$ cat src/rtl/nibble_serial_add_ctrl.sv
// nibble_serial_add_ctrl
//
// Drives one shared external 4-bit adder to add or subtract WIDTH-bit operands.
// Each clock handles one nibble, starting with the least significant nibble.
// The carry is held in a register and passed from one nibble to the next.
//
// Ports
//   clk, rst_n        rising-edge clock, asynchronous active-low reset
//   start             request, sampled only while idle
//   sub               0: a + b + c_in, 1: a - b (c_in ignored)
//   a, b, c_in        operands, captured on an accepted start
//   busy              operation in progress
//   done              one-cycle pulse; sum/c_out/ovf valid from this cycle
//   sum, c_out, ovf   result, final carry (sub: 1 = no borrow), signed overflow
//   add_a/b/cin       drive to the external adder (zero while idle)
//   add_s, add_cout   combinational result from the external adder

module nibble_serial_add_ctrl #(
   parameter int unsigned WIDTH = 16
) (
   input  logic             clk,
   input  logic             rst_n,
   input  logic             start,
   input  logic             sub,
   input  logic [WIDTH-1:0] a,
   input  logic [WIDTH-1:0] b,
   input  logic             c_in,
   output logic             busy,
   output logic             done,
   output logic [WIDTH-1:0] sum,
   output logic             c_out,
   output logic             ovf,
   output logic [3:0]       add_a,
   output logic [3:0]       add_b,
   output logic             add_cin,
   input  logic [3:0]       add_s,
   input  logic             add_cout
);

   localparam int unsigned NIB   = WIDTH / 4;
   localparam int unsigned IDX_W = (NIB > 1) ? $clog2(NIB) : 1;
   localparam logic [IDX_W-1:0] IDX_LAST = IDX_W'(NIB - 1);

   if ((WIDTH % 4 != 0) || (WIDTH < 4)) begin : g_width_check
      $error("nibble_serial_add_ctrl: WIDTH must be a multiple of 4 and >= 4");
   end

   typedef enum logic [0:0] {StIdle, StRun} state_e;

   state_e           state_q, state_d;
   logic [WIDTH-1:0] a_q;
   logic [WIDTH-1:0] b_q;        // already inverted for subtraction
   logic             carry_q;
   logic [IDX_W-1:0] idx_q;
   logic [WIDTH-1:0] sum_q;
   logic             c_out_q;
   logic             ovf_q;
   logic             done_q;
   logic             last;

   assign last = (state_q == StRun) && (idx_q == IDX_LAST);

   // State register
   always_ff @(posedge clk or negedge rst_n) begin
      if (!rst_n) begin
         state_q <= StIdle;
      end else begin
         state_q <= state_d;
      end
   end

   // Next-state logic
   always_comb begin
      state_d = state_q;
      unique case (state_q)
         StIdle:  if (start) state_d = StRun;
         StRun:   if (last)  state_d = StIdle;
         default: state_d = StIdle;
      endcase
   end

   // Outputs
   always_comb begin
      busy    = (state_q == StRun);
      done    = done_q;
      sum     = sum_q;
      c_out   = c_out_q;
      ovf     = ovf_q;
      add_a   = '0;
      add_b   = '0;
      add_cin = 1'b0;
      if (state_q == StRun) begin
         add_a   = a_q[4*idx_q +: 4];
         add_b   = b_q[4*idx_q +: 4];
         add_cin = carry_q;
      end
   end

   // Operand capture and nibble-serial datapath
   always_ff @(posedge clk or negedge rst_n) begin
      if (!rst_n) begin
         a_q     <= '0;
         b_q     <= '0;
         carry_q <= 1'b0;
         idx_q   <= '0;
         sum_q   <= '0;
         c_out_q <= 1'b0;
         ovf_q   <= 1'b0;
         done_q  <= 1'b0;
      end else begin
         done_q <= 1'b0;
         if (state_q == StIdle) begin
            if (start) begin
               a_q     <= a;
               b_q     <= sub ? ~b : b;
               // Subtraction is a + ~b + 1, so it forces the initial carry.
               carry_q <= sub | c_in;
               idx_q   <= '0;
            end
         end else begin
            sum_q[4*idx_q +: 4] <= add_s;
            carry_q             <= add_cout;
            idx_q               <= idx_q + 1'b1;
            if (last) begin
               done_q  <= 1'b1;
               c_out_q <= add_cout;
               // Signed overflow: the operand signs match but the result sign differs.
               ovf_q   <= (a_q[WIDTH-1] == b_q[WIDTH-1]) && (add_s[3] != a_q[WIDTH-1]);
            end
         end
      end
   end

endmodule
$ cat config.mk
export PLATFORM = sky130hd
export DESIGN_NAME = nibble_serial_add_ctrl
export DESIGN_NICKNAME = d
export VERILOG_FILES = /design/src/rtl/nibble_serial_add_ctrl.sv
export SDC_FILE = /design/constraint.sdc
export NUM_CORES = 1
export LEC_CHECK = 0
export CORE_MARGIN = 2
export CORE_UTILIZATION = 52
export CTS_CLUSTER_DIAMETER = 40
export DETAILED_ROUTE_END_ITERATION = 12
export PLACE_DENSITY = 0.85
export SLEW_MARGIN = 20
export SYNTH_ARGS = -nofsm -noshare
export SYNTH_HDL_FRONTEND = slang
export SYNTH_SLANG_ARGS = --single-unit
$ cat constraint.sdc
create_clock -name clk -period 5.3 [get_ports clk]
set_input_delay 1.59 -clock clk [delete_from_list [all_inputs] [get_ports clk]]
set_output_delay 1.59 -clock clk [all_outputs]
set_load 0.02 [all_outputs]
# ---- Yosys cells after proc, flatten, opt, wreduce, memory -nomap -nowiden
# Index checks and enable logic that the tools add are counted.
dict set report word_totals {
  reg_bits 55
  out_inout_bits 29
  word_cells 40
}
dict set report op_classes {
  n_addsub 2
  n_eq_ne 3
  shifts 4
  mux 14
  bitwise_logic 3
  n_reduce_logical 5
}
# cell count
set op_table {}
lappend op_table {{4-bit negator with 34-bit output} 1}
lappend op_table {{4-bit by 34-bit variable shift with 16-bit output, first input constant} 1}
lappend op_table {{4-bit by 34-bit indexed part select with 16-bit output} 1}
lappend op_table {{16-bit by 5-bit indexed part select with 4-bit output} 2}
lappend op_table {{16-bit bitwise mux} 1}
lappend op_table {{16-bit two-way mux} 1}
lappend op_table {{16-bit inverter} 1}
lappend op_table {{4-bit two-way mux} 2}
lappend op_table {{1-bit two-way mux} 7}
lappend op_table {{2-bit two-way mux} 2}
lappend op_table {{2-bit AND reduction} 2}
lappend op_table {{2-bit by 1-bit adder with 2-bit output, second input constant} 1}
lappend op_table {{2-bit == test, second input constant} 1}
lappend op_table {{1-bit logical AND} 2}
lappend op_table {{1-bit one-hot mux with 2 select lines} 1}
lappend op_table {{2-bit nonzero test} 1}
lappend op_table {{1-bit == test} 1}
lappend op_table {{1-bit != test} 1}
lappend op_table {{1-bit inverter} 1}
lappend op_table {{1-bit bitwise OR} 1}

# ---- Logic depth before layout (Yosys ltp)
# Gate-level depths: netlist of run 1.
dict set report depth {
  word_depth 4
  depth_mapped 6
  depth_no_buf 4
}

# ---- Worst setup path after synthesis of run 1
# No wires, ideal clock.
dict set report synth_path {
  kind {register to output}
  startpoint {register idx_q[0]}
  endpoint {output add_b[3]}
  arrival_ns 1.314
  required_ns 3.710
  slack_ns 2.396
  stages_incl_launch_ff 4
  n_path_buf 1
  cell_sequence {dfrtp_1 -> buf_6 -> mux4_2 -> and2_1}
}
dict set report synth_via {
  elab_chain_len 2
}
# item line
set synth_lines {}
lappend synth_lines {{start: declaration} 54} ;# logic [IDX_W-1:0] idx_q;
lappend synth_lines {{start signal: assignment} 123} ;# idx_q <= idx_q + 1'b1;
lappend synth_lines {{16-bit by 5-bit indexed part select with 4-bit output} 94} ;# add_b = b_q[4*idx_q +: 4];
lappend synth_lines {{4-bit two-way mux} 92} ;# if (state_q == StRun) begin
lappend synth_lines {{end: declaration} 34} ;# output logic [3:0] add_b,
# Every way passes these cells.

# ---- Worst setup path after layout of run 1
dict set report layout_path {
  startpoint {register idx_q[0]}
  endpoint {output add_a[3]}
}
dict set report layout_via {
  elab_chain_len 2
}
# item line
set layout_lines {}
lappend layout_lines {{16-bit by 5-bit indexed part select with 4-bit output} 93} ;# add_a = a_q[4*idx_q +: 4];
lappend layout_lines {{4-bit two-way mux} 92}
lappend layout_lines {{end: declaration} 33} ;# output logic [3:0] add_a,
# Every way passes these cells.

==> results of run 1 <==
-- worst paths after layout --
path,endpoint,slack [ns],cells past startpoint,start
max,add_a[3],1.26,3,idx_q[0]$_DFFE_PN0P_
max in group asynchronous,b_q[14]$_DFFE_PN0P_,3.45,2,rst_n
min in group asynchronous,sum[0]$_DFFE_PN0P_,1.40,2,rst_n
max reg2reg,sum[6]$_DFFE_PN0P_,3.00,4,idx_q[0]$_DFFE_PN0P_
min,sum[0]$_DFFE_PN0P_,0.50,1,sum[0]$_DFFE_PN0P_
min reg2reg,sum[0]$_DFFE_PN0P_,0.50,1,sum[0]$_DFFE_PN0P_
-- cells in the final DEF (no fill, tap or decap), types with 4 or more instances in the layout --
| cell type | count |
|---|---|
| ha_1 | 5 |
| and2_1 | 11 |
| nand2_1 | 5 |
| mux2_2 | 34 |
| o32ai_1 | 8 |
| clkbuf_8 | 6 |
| mux4_2 | 6 |
| dfrtp_1 | 55 |
| inv_1 | 15 |
| nand3_1 | 4 |
| a32o_1 | 4 |
| o2bb2ai_1 | 4 |
| xor2_1 | 16 |
| clkdlybuf4s50_1 | 69 |
-- report_power, final --
group / switching [µW] / internal (µW) / total (µW)
combinational: 428 / 579 / 1010
sequential: 175 / 627 / 802
clock: 137 / 107 / 244
total: 740 / 1310 / 2050
-- flip-flops by register name, indices dropped and copies added, names as in the netlist, 2 cells and up --
name	count
a_q	16
b_q	16
idx_q	2
sum	16
-- cell families (layout without fill, tap and decap cells) --
family / count (synthesis) / in the layout
buf+inv: 28 / 95
compound gates: 21 / 21
flops: 55 / 55
xor+xnor: 16 / 16
mux: 42 / 42
simple gates: 31 / 31
fa+ha+maj: 5 / 5
-- metal layers --
layer  share of wire [%]  global-route usage [%]
met1                  42                    26.5
met2                  51                    31.8
met3                 5.1                    3.97
met4                 1.4                    6.43
met5                   0                       0
-- per-stage QoR --
stage	utilization, %	area [µm²]	setup WS [ns]
3_3_place_gp	67.0	3380	1.59
2_1_floorplan	-	2670	2.40
6_report	68.9	3480	1.26
3_5_place_dp	67.0	3380	1.57
4_1_cts	68.9	3480	1.22
5_1_grt	68.9	3480	1.14
-- worst reg2reg max path, stage by stage, from the launching register on --
cell       delay [ns]
dfrtp_1          0.82
inv_1            0.19
ha_1             0.32
nand4bb_1        0.43
o32ai_1          0.43
-- cell type report --
type                       count  area, µm²  share of cell area, %
clock inverter                 2       16.3                  0.468
inverter                      15       56.3                   1.62
clock buffer                   6       82.6                   2.38
sequential                    55       1380                   39.6
tap                           70       87.6                   2.52
timing repair buffer          72        711                   20.4
multi-input combinational    115       1150                   33.0
==> out/metrics.cfg, run 1 <==
[run_status]
status = finished clean

[global_route]
grt_pass1_vias = 1792
grt_pass1_wl_mm = 8.35
grt_max_degree = 56
grt_use_total_pct = 19.5
overflow = 0
antenna_found_initial = 0

[setup_path]
end_kind = output pin
crit_chain = mux4_1 > and2_1 > clkdlybuf4s50_1
crit_buf_inv = 1
crit_required_ns = 3.71
arrival_ns = 2.45
path_max_fanout = 15
crit_type = reg -> out
crit_path_max_incr_delay_ns = 0.82
cp_top_family = flip-flops
worst_setup_path_start_kind = flop
slowest_stage = dfrtp_1

[logic_synthesis]
synthMuxAreaShare_pct = 21.4
synth_xor_area_share_pct = 5.26
synth_top_area_cell = dfrtp_1
syn_nets = 245
synth-adder-area-share_pct = 2.35
ys_top_cells_by_area = dfrtp_1 (52%), mux2_2 (14%), xor2_1 (5.3%)
synthMostInstantiatedCell = dfrtp_1
yosysUniqueCellTypes = 31
ys_seq_area_share_pct = 51.6
yosys.area_share.simple_pct = 7.18
synth-compound-area-share_pct = 6.71
synth-seq-cells = 55
syn-cell-area_um2 = 2670
yosysWarnings = 0
synth_top_area_share_pct = 51.6
synth.top_cells.by_count = dfrtp_1 (55), mux2_2 (34), xor2_1 (16), inv_1 (15), and2_1 (11)
synth_edf_count = 0
async_reset_ff_share_pct = 100
syn_area_per_cell_um2 = 13.5
synthFlopType = dfrtp_1
syn_inst = 198
synth_top_family_by_area = multiplexers

[final_layout]
syn_to_final_growth_pct = 30.4
n_antenna_cell = 0
nFillCells = 403
drive_gt1_share_pct = 20.4
fin_nets = 311
instances_no_fill = 335

[placement]
place_inst = 327
hpwlAfterDp_mm = 3.76
port_buffers = 70
gp_congestion = 0.774

[timing]
worstMarginPinSlew_ns = 0.945
hold_viol_final = 0
fin_crit_sh_pct = 76.2
finalSetupTns_ns = 0
period_needed_ns = 4.04
skew_ns = 0.00744
holdWs_ns = 0.499
rsz0062_at_grt = false
fmax_mhz = 247
finalSetupViolCount = 0
timing.slew.headroom_pct = 36.8
final_max_slew_viol_count = 0

[clocking]
clock-sinks = 55
post_cts_buffers = 0
clk_latency_ns = 0.31
cts.clk_slew.worst_paths_ns = 0.09
cts-hold-fix-buffers = 0
cts_resized = 0
htreeDepth = 2
root_buffer = clkbuf_8
cts_buffer_depth = 2
cts_buffers = 5
cts_tree = built

[detailed_routing]
drcViolationCount = 0
wl_mm = 5.10
drt-wirelength-per-cell_um = 15.2
postRouteAntennaNets = 0
drt_iter0_markers = 73
drtPass1Iterations = 4
viasPerCell = 5.32
dr_total_vias = 1782

[power]
total_power_uw = 2050
vdd_drop_max_uv = 383
cellLeakagePower_uw = 0.00144
power_density_nw_per_um2 = 591

[die]
die_w_um = 75.6
start_util_pct = 52.9
coreArea_um2 = 5040
dieHeight_um = 75.6
die_area_um2 = 5720
ioPinCount = 71
num_rows = 26

[hold_path]
hold_path_class = reg -> reg

[job]
cap_violations = 0

(Power assumes the default switching activity.)
==> inputs of run 2 (changes only) <==
CORE_UTILIZATION = 48   (was 52)
PLACE_DENSITY = 0.79   (was 0.85)
clock period = 3.77 ns   (was 5.3 ns; I/O delays follow)
==> out/metrics.cfg, run 2 (synthesis results as in run 1) <==
[power]
swShare_pct = 34.9  ; -1.1 points
power_density_nw_per_um2 = 841  ; +42%
pwr-share-seq_pct = 37.3  ; -1.8 points
cellLeakagePower_uw = 0.00146  ; +1.9%
p_int_uw = 1920  ; +47%
p_sw_uw = 1030  ; +39%
combPwrFrac_pct = 49.3  ; +0.3 points
pwr-share-clk_pct = 13.5  ; +1.6 points
vdd_drop_max_uv = 441  ; +15%

[detailed_routing]
wl_mm = 5.15  ; +0.98%
dr_total_vias = 1807  ; +1.4%
drcViolationCount = 0  ; unchanged
viasPerCell = 5.33  ; +0.21%
drt-wirelength-per-cell_um = 15.2  ; -0.21%
drtPass1Iterations = 4  ; unchanged
postRouteAntennaNets = 0  ; unchanged
drt_iter0_markers = 90  ; +23%

[hold_path]
min_to = sum[1]$_DFFE_PN0P_
whs_path_depth = 1  ; unchanged
hold_path_class = reg -> reg
hp-start = sum[1]$_DFFE_PN0P_

[timing]
final_max_slew_viol_count = 0  ; unchanged
skew_ns = 0.00931  ; +0.00187 ns
timing.slew.headroom_pct = 40.2  ; +3.4 points
fmax_mhz = 288
hold_viol_final = 0  ; unchanged
finalSetupViolCount = 0  ; unchanged
rsz0062_at_grt = false
fin_crit_sh_pct = 92.3
period_needed_ns = 3.48
finalSetupTns_ns = 0  ; unchanged
worstMarginPinSlew_ns = 0.894  ; -0.0510 ns

[run_status]
status = finished clean

[global_route]
overflow = 0  ; unchanged
grt_pass1_vias = 1866  ; +4.1%
met3_usage_pct = 4.83  ; +0.86 points
grt_pass1_wl_mm = 8.74  ; +4.6%
antenna_found_initial = 0  ; unchanged
busiest_layer = met2
grt_use_total_pct = 18.1  ; -1.5 points
globalRouteMet1Util_pct = 23.4  ; -3.1 points
grt_util_met2_pct = 30.3  ; -1.4 points
grt_max_degree = 34  ; -39%

[die]
die_w_um = 78.5  ; +3.9%
die_area_um2 = 6170  ; +7.9%
start_util_pct = 49.0  ; -3.9 points
ioPinCount = 71  ; unchanged
num_rows = 27  ; +3.8%
dieHeight_um = 78.5  ; +3.9%
coreArea_um2 = 5440  ; +7.9%

[setup_path]
rr_endpoint = sum[5]$_DFFE_PN0P_
crit_type = reg -> out
worst_setup_path_start_kind = flop
path_max_fanout = 10  ; -5
end_kind = output pin
crit_chain = mux4_1 > and2_1 > clkdlybuf4s50_1
crit_required_ns = 2.64  ; -1.07 ns
slowest_stage = dfrtp_1
worstRegToRegCells = 5  ; +1
cp_top_family = flip-flops
arrival_ns = 2.35  ; -0.10 ns
crit_path_max_incr_delay_ns = 0.73  ; -0.09 ns
crit_buf_inv = 1  ; unchanged
rrSetupSlack_ns = 1.50  ; -1.50 ns
reg2reg_from = idx_q[0]$_DFFE_PN0P_

[final_layout]
syn_to_final_growth_pct = 31.9
drive_gt1_share_pct = 21.0  ; +0.60 points
n_antenna_cell = 0  ; unchanged
nFillCells = 456  ; +13%
instances_no_fill = 339  ; +1.2%
fin_nets = 313  ; +0.64%
layout.cells.most_common = clkdlybuf4s50_1
final_cell_mix = clkdlybuf4s50_1 (69), dfrtp_1 (55), mux2_2 (34)

[clocking]
root_buffer = clkbuf_8
cts-hold-fix-buffers = 0  ; unchanged
clock-sinks = 55  ; unchanged
cts_buffer_depth = 2  ; unchanged
cts.clk_slew.worst_paths_ns = 0.10  ; about the same
htreeDepth = 2  ; unchanged
post_cts_buffers = 0  ; unchanged
clk_latency_ns = 0.31  ; about the same
cts_buffers = 5  ; unchanged
cts_resized = 0  ; unchanged
cts_tree = built

[placement]
gp_congestion = 0.830  ; +7.2%
hpwlAfterDp_mm = 3.79  ; +0.96%
place_inst = 331  ; +1.2%
port_buffers = 70  ; unchanged

[job]
cap_violations = 0  ; unchanged

[run 2: cell types whose count changed in the layout (fill, tap and decap cells not counted), sizes merged]
cell / change
buf: +2
bufinv: +1
clkinvlp: -1
[run 2: how the worst max path moves through the flow]
stage / slack [ns] / end / cells after the start / from
floorplan: 1.33 / add_b[3] / 3 / idx_q[0]$_DFFE_PN0P_
global placement: 0.61 / add_b[0] / 3 / idx_q[0]$_DFFE_PN0P_
detailed placement: 0.60 / add_a[3] / 3 / idx_q[0]$_DFFE_PN0P_
CTS: 0.25 / add_a[3] / 3 / idx_q[0]$_DFFE_PN0P_
global route: 0.13 / add_a[3] / 3 / idx_q[0]$_DFFE_PN0P_
finish: 0.29 / add_a[3] / 3 / idx_q[0]$_DFFE_PN0P_
[run 2: area by class of cell]
class	instances	area, µm²	share of cell area [%]
Tap cell	72	90.1	2.56
Inverter	15	56.3	1.60
Sequential cell	55	1380	39.1
Clock inverter	2	35.0	0.996
Timing Repair Buffer	74	726	20.6
Clock buffer	6	82.6	2.35
Multi-Input combinational cell	115	1150	32.7
[run 2: routing by layer]
metal / part of all wire [%] / up-vias
li1: - / 839
met4: 0.80 / 0
met1: 44 / 894
met3: 6.2 / 7
met2: 49 / 67
met5: 0 / -
[run 2: stage by stage]
| stage | setup WS [ns] | util [%] | cell area (µm²) | power (µW) | hold WS [ns] |
|---|---|---|---|---|---|
| after global placement | 0.614 | 62.5 | 3400 | 2550 | 0.476 |
| after detailed placement | 0.601 | 62.5 | 3400 | 2590 | 0.483 |
| after CTS | 0.248 | 64.7 | 3520 | 2990 | 0.507 |
| final | 0.292 | 64.7 | 3520 | 2960 | 0.502 |
| after floorplan | 1.33 | - | 2670 | 2020 | 0.472 |
| after global routing | 0.134 | 64.7 | 3520 | 3160 | 0.526 |
[run 2: power by group through the flow]
stage | combinational, µW | clock (µW) | sequential [µW]
3_3_place_gp | 1440 | 0 | 1110
2_1_floorplan | 880 | 0 | 1140
4_1_cts | 1470 | 408 | 1110
6_report | 1460 | 398 | 1100
3_5_place_dp | 1470 | 0 | 1120
5_1_grt | 1570 | 436 | 1150
==> inputs of run 3 (changes only) <==
HOLD_SLACK_MARGIN = 0.06   (was unset)
==> results of run 3 <==
No change in the layout: final DEF, timing and power equal those of run 2.
